<file path="config.mk">
export PLATFORM = sky130hd
export DESIGN_NAME = chacha_block_serializer_flat
export DESIGN_NICKNAME = d
export VERILOG_FILES = /design/src/rtl/chacha_pkg.sv /design/src/rtl/chacha_block_serializer_if.sv /design/src/rtl/chacha_blk_buf.sv /design/src/rtl/chacha_block_serializer.sv /design/src/flat_wrapper.sv
export SDC_FILE = /design/constraint.sdc
export NUM_CORES = 2
export LEC_CHECK = 0
export BUFFER_PORTS_ARGS = -buffer_cell sky130_fd_sc_hd__buf_2
export CORE_AREA = 2 2 425 427
export DETAILED_ROUTE_END_ITERATION = 12
export DIE_AREA = 0 0 427 429
export PLACE_DENSITY = 0.54
export SYNTH_ARGS = -nofsm -noshare
export SYNTH_HDL_FRONTEND = slang
export SYNTH_SLANG_ARGS = --single-unit
</file>
<file path="constraint.sdc">
create_clock -name clk -period 2.8 [get_ports clk]
set_input_delay 0.56 -clock clk [delete_from_list [all_inputs] [get_ports clk]]
set_output_delay 0.56 -clock clk [all_outputs]
set_load 0.01 [all_outputs]
</file>
<file path="src/rtl/chacha_pkg.sv">
// Shared ChaCha types, geometry constants and word helpers.
package chacha_pkg;

    localparam int unsigned WORD_W       = 32;
    localparam int unsigned CHACHA_WORDS = 16;
    localparam int unsigned CHACHA_ROWS  = 4;
    localparam int unsigned IDX_W        = 4;

    typedef logic [WORD_W-1:0] word_t;
    typedef word_t [CHACHA_ROWS-1:0][CHACHA_ROWS-1:0] state_t;
    typedef logic [IDX_W-1:0] idx_t;

    localparam idx_t LAST_IDX = IDX_W'(CHACHA_WORDS - 1);

    function automatic word_t bswap32(input word_t w);
        return {w[7:0], w[15:8], w[23:16], w[31:24]};
    endfunction

    // Row-major pick: word idx lives at [idx/4][idx%4].
    function automatic word_t state_word(input state_t s, input idx_t idx);
        return s[idx[3:2]][idx[1:0]];
    endfunction

endpackage

</file>
<file path="src/rtl/chacha_block_serializer_if.sv">
// Block-in / keystream-word-out handshake bundle for the block serializer.
interface chacha_block_serializer_if
    import chacha_pkg::*;
#(
    parameter int unsigned CNT_W = 32
);
    logic             blk_valid;
    logic             blk_ready;
    state_t           blk_state;
    logic [CNT_W-1:0] blk_counter;
    logic             ks_valid;
    logic             ks_ready;
    word_t            ks_word;
    idx_t             ks_idx;
    logic             ks_last;
    logic [CNT_W-1:0] ks_counter;

    modport master (
        output blk_valid, blk_state, blk_counter, ks_ready,
        input  blk_ready, ks_valid, ks_word, ks_idx, ks_last, ks_counter
    );

    modport slave (
        input  blk_valid, blk_state, blk_counter, ks_ready,
        output blk_ready, ks_valid, ks_word, ks_idx, ks_last, ks_counter
    );
endinterface

</file>
<file path="src/rtl/chacha_blk_buf.sv">
// One-entry block holding register {state, counter, valid} with load and clear.
module chacha_blk_buf
    import chacha_pkg::*;
#(
    parameter int unsigned CNT_W = 32
) (
    input  logic             clk,
    input  logic             clr,
    input  logic             load,
    input  logic             clear,
    input  state_t           load_state,
    input  logic [CNT_W-1:0] load_counter,
    output state_t           state,
    output logic [CNT_W-1:0] counter,
    output logic             valid
);

    // Load wins over clear so a retiring slot can be refilled in the same cycle.
    always_ff @(posedge clk) begin
        if (clr) begin
            state   <= '0;
            counter <= '0;
            valid   <= 1'b0;
        end else if (load) begin
            state   <= load_state;
            counter <= load_counter;
            valid   <= 1'b1;
        end else if (clear) begin
            state   <= '0;
            counter <= '0;
            valid   <= 1'b0;
        end
    end

endmodule

</file>
<file path="src/rtl/chacha_block_serializer.sv">
// Streams a 4x4 ChaCha keystream block as 16 words, with an active (A) and a
// pending (P) block buffer so consecutive blocks stream without bubbles.
module chacha_block_serializer
    import chacha_pkg::*;
#(
    parameter bit          BYTE_SWAP = 1'b0,
    parameter int unsigned CNT_W     = 32
) (
    input  logic clk,
    input  logic clr,
    input  logic flush,
    chacha_block_serializer_if.slave bus
);

    state_t           a_state, p_state, a_src_state, a_state_nxt;
    logic [CNT_W-1:0] a_counter, p_counter, a_src_counter;
    logic             a_valid, p_valid, a_valid_nxt, p_valid_nxt;
    logic             accept, fire, retire;
    logic             a_load, a_from_p, a_clear, p_load, p_clear;
    idx_t             idx_q, idx_nxt;
    logic             blk_ready_q, ks_last_q;
    word_t            ks_word_q, word_sel, ks_word_nxt;

    chacha_blk_buf #(.CNT_W(CNT_W)) u_buf_a (
        .clk          (clk),
        .clr          (clr),
        .load         (a_load),
        .clear        (a_clear),
        .load_state   (a_src_state),
        .load_counter (a_src_counter),
        .state        (a_state),
        .counter      (a_counter),
        .valid        (a_valid)
    );

    chacha_blk_buf #(.CNT_W(CNT_W)) u_buf_p (
        .clk          (clk),
        .clr          (clr),
        .load         (p_load),
        .clear        (p_clear),
        .load_state   (bus.blk_state),
        .load_counter (bus.blk_counter),
        .state        (p_state),
        .counter      (p_counter),
        .valid        (p_valid)
    );

    // Retire/promote/load sequencing; flush retires A without firing a word.
    always_comb begin
        accept        = bus.blk_valid & blk_ready_q & ~clr;
        fire          = a_valid & bus.ks_ready & ~flush;
        retire        = a_valid & (flush | (fire & (idx_q == LAST_IDX)));
        a_load        = 1'b0;
        a_from_p      = 1'b0;
        a_clear       = 1'b0;
        p_clear       = 1'b0;
        p_load        = 1'b0;
        idx_nxt       = idx_q;
        a_src_state   = bus.blk_state;
        a_src_counter = bus.blk_counter;

        if (retire) begin
            if (p_valid) begin
                a_load   = 1'b1;
                a_from_p = 1'b1;
                p_clear  = 1'b1;
            end else if (accept) begin
                a_load = 1'b1;
            end else begin
                a_clear = 1'b1;
            end
        end else if (accept && !a_valid) begin
            a_load = 1'b1;
        end
        p_load = accept & a_valid & ~retire;

        if (a_from_p) begin
            a_src_state   = p_state;
            a_src_counter = p_counter;
        end

        if (retire) begin
            idx_nxt = '0;
        end else if (fire) begin
            idx_nxt = idx_q + IDX_W'(1);
        end

        a_valid_nxt = a_load | (a_valid & ~a_clear);
        a_state_nxt = a_load ? a_src_state : a_state;
        p_valid_nxt = p_load | (p_valid & ~p_clear);
        word_sel    = state_word(a_state_nxt, idx_nxt);
        ks_word_nxt = '0;
        if (a_valid_nxt) begin
            ks_word_nxt = BYTE_SWAP ? bswap32(word_sel) : word_sel;
        end
    end

    // Output word and flags are registered from next-state so they track A/idx.
    always_ff @(posedge clk) begin
        if (clr) begin
            idx_q       <= '0;
            blk_ready_q <= 1'b0;
            ks_word_q   <= '0;
            ks_last_q   <= 1'b0;
        end else begin
            idx_q       <= idx_nxt;
            blk_ready_q <= ~p_valid_nxt;
            ks_word_q   <= ks_word_nxt;
            ks_last_q   <= a_valid_nxt & (idx_nxt == LAST_IDX);
        end
    end

    assign bus.blk_ready  = blk_ready_q;
    assign bus.ks_valid   = a_valid;
    assign bus.ks_word    = ks_word_q;
    assign bus.ks_idx     = idx_q;
    assign bus.ks_last    = ks_last_q;
    assign bus.ks_counter = a_counter;

endmodule

</file>
<file path="src/flat_wrapper.sv">
// flat-port wrapper written by rule: the top's interface ports become plain ports
module chacha_block_serializer_flat import chacha_pkg::*;
#(
    parameter bit          BYTE_SWAP = 1'b0,
    parameter int unsigned CNT_W     = 32
)
  (clk, clr, flush, bus_blk_valid, bus_blk_state, bus_blk_counter, bus_ks_ready, bus_blk_ready, bus_ks_valid, bus_ks_word, bus_ks_idx, bus_ks_last, bus_ks_counter);
  chacha_block_serializer_if #(.CNT_W(CNT_W)) bus_i ();
  input  logic clk;
  input  logic clr;
  input  logic flush;
  input wire logic [$bits(bus_i.blk_valid)-1:0] bus_blk_valid;
  input wire logic [$bits(bus_i.blk_state)-1:0] bus_blk_state;
  input wire logic [$bits(bus_i.blk_counter)-1:0] bus_blk_counter;
  input wire logic [$bits(bus_i.ks_ready)-1:0] bus_ks_ready;
  output wire logic [$bits(bus_i.blk_ready)-1:0] bus_blk_ready;
  output wire logic [$bits(bus_i.ks_valid)-1:0] bus_ks_valid;
  output wire logic [$bits(bus_i.ks_word)-1:0] bus_ks_word;
  output wire logic [$bits(bus_i.ks_idx)-1:0] bus_ks_idx;
  output wire logic [$bits(bus_i.ks_last)-1:0] bus_ks_last;
  output wire logic [$bits(bus_i.ks_counter)-1:0] bus_ks_counter;
  assign bus_i.blk_valid = bus_blk_valid;
  assign bus_i.blk_state = bus_blk_state;
  assign bus_i.blk_counter = bus_blk_counter;
  assign bus_i.ks_ready = bus_ks_ready;
  assign bus_blk_ready = bus_i.blk_ready;
  assign bus_ks_valid = bus_i.ks_valid;
  assign bus_ks_word = bus_i.ks_word;
  assign bus_ks_idx = bus_i.ks_idx;
  assign bus_ks_last = bus_i.ks_last;
  assign bus_ks_counter = bus_i.ks_counter;
  chacha_block_serializer #(.BYTE_SWAP(BYTE_SWAP), .CNT_W(CNT_W)) u_core (.clk(clk), .clr(clr), .flush(flush), .bus(bus_i));
endmodule
</file>
==> run_results.csv <==
group,metric,value,unit
power,irDropWorstVdd,634,uV
place,portBuffers,619,
synth,async_flop_share,0,%
hold_path,hp-class,"primary input to register",
synth,muxShareOfSynthArea,5.13,%
run_status,violations,"negative setup slack",
timing,setup_ws,-0.334,ns
setup_path,path_buf_inv,7,
clock_tree,cts_buffers,133,
power,sequentialPowerShare,44.4,%
die,coreArea,178000,um2
die,rows,155,
cells_and_area,syn2layout_area_growth,32.1,%
setup_path,critPathTopFamily,"compound AO/OA/AOI/OAI gates",
timing,hold_violations,0,
synth,synth-simple-area-share,20.4,%
clock_tree,htreeDepth,4,
setup_path,path_cells,"ha_4, a21o_1, buf_6, a21bo_4, buf_6, nand2_8, buf_16, buf_4, buf_12, buf_12, buf_6, a211oi_2, a31oi_1, o211ai_1, o211ai_1",
route,drc,0,
run,max_cap_viol_count,0,
die,die-area,183000,um2
timing,timing.hold.ws,0.0418,ns
die,die_h,429,um
synth,synth_cell_types,72,
synth,synth_edf_count,0,
clock_tree,clock_latency,0.80,ns
route,drt-initial-drc-count,6132,
power,power.density,529,nW/um2
setup_path,critPathMostFrequentCell,"buf_6",
grt,met1_usage,32.6,%
die,start_util,29.9,%
hold_path,whs_path_depth,3,
cells_and_area,design_area,70400,um2
place,gp_congestion,0.942,
timing,max_slew_margin,15.6,%
power,p_int,27.7,mW
timing,fin_crit_sh,112,%
timing,setup_viol,30,
setup_path,r2r.worst_path.cells,15,
grt,grt_first_pass_wirelength,371,mm
setup_path,path_class,"register to register",
setup_path,crit_path_end_kind,"register",
clock_tree,clock_sinks,1128,
setup_path,max_stage_delay,0.69,ns
cells_and_area,drive_gt1_share,22.0,%
clock_tree,cts-root-buf,"clkbuf_16",
setup_path,crit_fanout,6,
synth,synth_top_family_by_area,"compound AO/OA/AOI/OAI gates",
synth,synth_compound_area_share,26.3,%
power,swShare,25.6,%
synth,synthFlopType,"dfxtp_1",
synth,ys_seq_area_share,42.4,%
route,wl,262,mm
power,power,37.2,mW
setup_path,cp-start-kind,"register",
timing,fin_skew,0.0291,ns
power,p_leak,28.6,nW
synth,syn_nets,7535,
grt,met2_usage,41.1,%
clock_tree,clockBufferDepth,3,
synth,synth-xor-area-share,0,%
route,first_pass_iters,8,
place,dp_cells,9784,
grt,grt_pass1_vias,53100,
grt,grt_max_degree,199,
place,pre_cts_slack,-1.24,ns
setup_path,arrival,3.75,ns
timing,period_needed,3.13,ns
clock_tree,path_clk_slew,0.06,ns
grt,gr-usage-met3,6.62,%
synth,syn_area_per_cell,7.63,um2
run_status,status,"finished with violations",
grt,grt_usage,27.1,%
timing,rsz0062_at_grt,"true",
timing,worst_slew_pin_slew,1.26,ns
place,hpwl,178,mm
grt,grt_remaining_overflow,0,
route,vias,57800,
cells_and_area,finalNetCount,8287,
setup_path,cp_num_cells,15,
timing,maxSlewViolCount,0,
synth,synth_warnings,0,
power,pwr-share-clk,47.2,%
route,wire_per_inst,25.5,um
place,placed_area,61900,um2
power,p_switching,9.51,mW
synth,netlist_instances,6985,
synth,yosys.area_share.adder,0.0235,%
setup_path,slowest_stage,"o211ai_1",
die,die_w,427,um
synth,ys_ff_latch,1128,
timing,fmax,0.319,GHz
grt,grt.busiest_layer,"met2",
power,power_frac_comb,8.5,%
route,viasPerCell,5.62,
grt,antenna_found_initial,215,
clock_tree,cts_tree,"done",
synth,synth_area,53300,um2
setup_path,cp.required,3.42,ns
die,num_io_pins,620,
cells_and_area,stdcell_count,10300,
route,ant_nets,0,
## cell type report
type	instances	area, um2
diodes	101	253
clock buffers	200	4020
clock inverters	30	288
fillers	18100	108000
multi-input cells	5168	29200
flip-flops and latches	1128	22600
well taps	2355	2950
repair buffers	1306	11200
## final timing paths
path	end	startpoint	slack [ns]
max	u_core.bus.ks_word[29]	u_core.bus.ks_idx[1]	-0.33
max reg2reg	u_core.bus.ks_word[29]	u_core.bus.ks_idx[1]	-0.33
min	u_core.u_buf_p.state[386]	bus_blk_state[386]	0.04
min reg2reg	u_core.u_buf_a.state[190]	u_core.u_buf_a.state[190]	0.46
## worst min-delay path, delay by kind of cell
| family | cells | cell delay (ns) |
|---|---|---|
| compound gates | 1 | 0.07 |
| simple gates | 1 | 0.07 |
| buf+inv | 1 | 0.09 |
## timing repair
| action | CTS | global route |
|---|---|---|
| hold buffers | 47 | 0 |
| pin swaps | 57 | 118 |
| setup endpoints to repair | 703 | 527 |
| endpoints found under the hold margin | 47 | 0 |
| cloned | 8 | 9 |
| resized for setup | 189 | 244 |
| buffers inserted | 59 | 63 |
## per-stage QoR
step                util [%]  setup TNS [ns]
floorplan                  -               0
global placement        34.8         -201.30
detailed placement      34.8         -232.78
CTS                     38.4           -3.40
global route            39.5           -6.44
finish                  39.6           -4.25
## metal layers
layer  up-vias  part of all wire, %
li1      26300                    -
met4       118                  8.2
met1     28100                   39
met2      2640                   45
met3       778                  8.1
met5         -                 0.28
## cells in the final DEF (no fill, tap or decap), types with 9 or more instances in the layout
cell type	count
nand2_1	1159
nor2_1	1221
a211oi_1	74
dfxtp_1	1123
o211ai_1	92
a21oi_1	999
mux2i_1	197
a2111oi_2	19
o21ai_0	101
clkinv_2	18
buf_12	145
dlygate4sd3_1	47
buf_16	16
a311oi_1	12
and3_1	167
o41ai_2	16
buf_4	389
mux2_2	54
a31oi_1	47
clkbuf_16	150
o22ai_1	9
diode_2	101
nand3_1	53
nand4_1	30
a2111oi_4	15
o221ai_1	29
clkbuf_1	31
a2111oi_0	12
a211oi_4	22
o21ai_1	13
clkbuf_8	29
a22oi_1	600
buf_8	20
a211oi_2	50
buf_6	56
buf_2	618
a32oi_1	26
## synth_stat cells (11+ instances only)
cell          n  area share, %
and3_1      175            2.1
a31oi_1      47           0.55
mux2_2       54            1.1
buf_2       209            2.0
a32oi_1      26           0.43
mux2i_1     208            3.9
a2111oi_0    39           0.64
nand3_1      57           0.54
dfxtp_1    1128             42
nand4_1      30           0.35
a211oi_1    146            2.1
buf_1        60           0.42
o211ai_1     92            1.3
a22oi_1     601            8.5
a21oi_1    1003            9.4
a311oi_1     13           0.21
nor2_1     1226            8.6
buf_4        31           0.44
o221ai_1     35           0.58
o41ai_1      24           0.39
o21ai_0     120            1.1
o22ai_1      11           0.13
a2111oi_2    11           0.31
nand2_1    1166            8.2
clkbuf_1    370            2.6
buf_6        17           0.36
## power groups by stage
| stage | clock, mW | combinational [mW] | sequential (mW) |
|---|---|---|---|
| final | 17.6 | 3.16 | 16.5 |
| after global routing | 18.4 | 3.39 | 16.5 |
| after CTS | 17.8 | 3.00 | 16.5 |
| after detailed placement | 0 | 2.83 | 16.8 |
| after global placement | 0 | 2.80 | 16.8 |
| after floorplan | 0 | 1.42 | 16.8 |
## kinds of logic after synthesis
kind of cell	after synthesis
fa+ha+maj	1
mux	264
simple gates	2696
buf+inv	689
flops	1128
compound gates	2207
## state kept, by name (all words and copies together) (netlist names), 4 cells and up
signal / flops
u_core.u_buf_a.state: 512
u_core.u_buf_a.counter: 32
u_core.u_buf_p.counter: 32
u_core.u_buf_p.state: 512
u_core.bus.ks_idx: 4
u_core.bus.ks_word: 32
(Power assumes the default switching activity.)
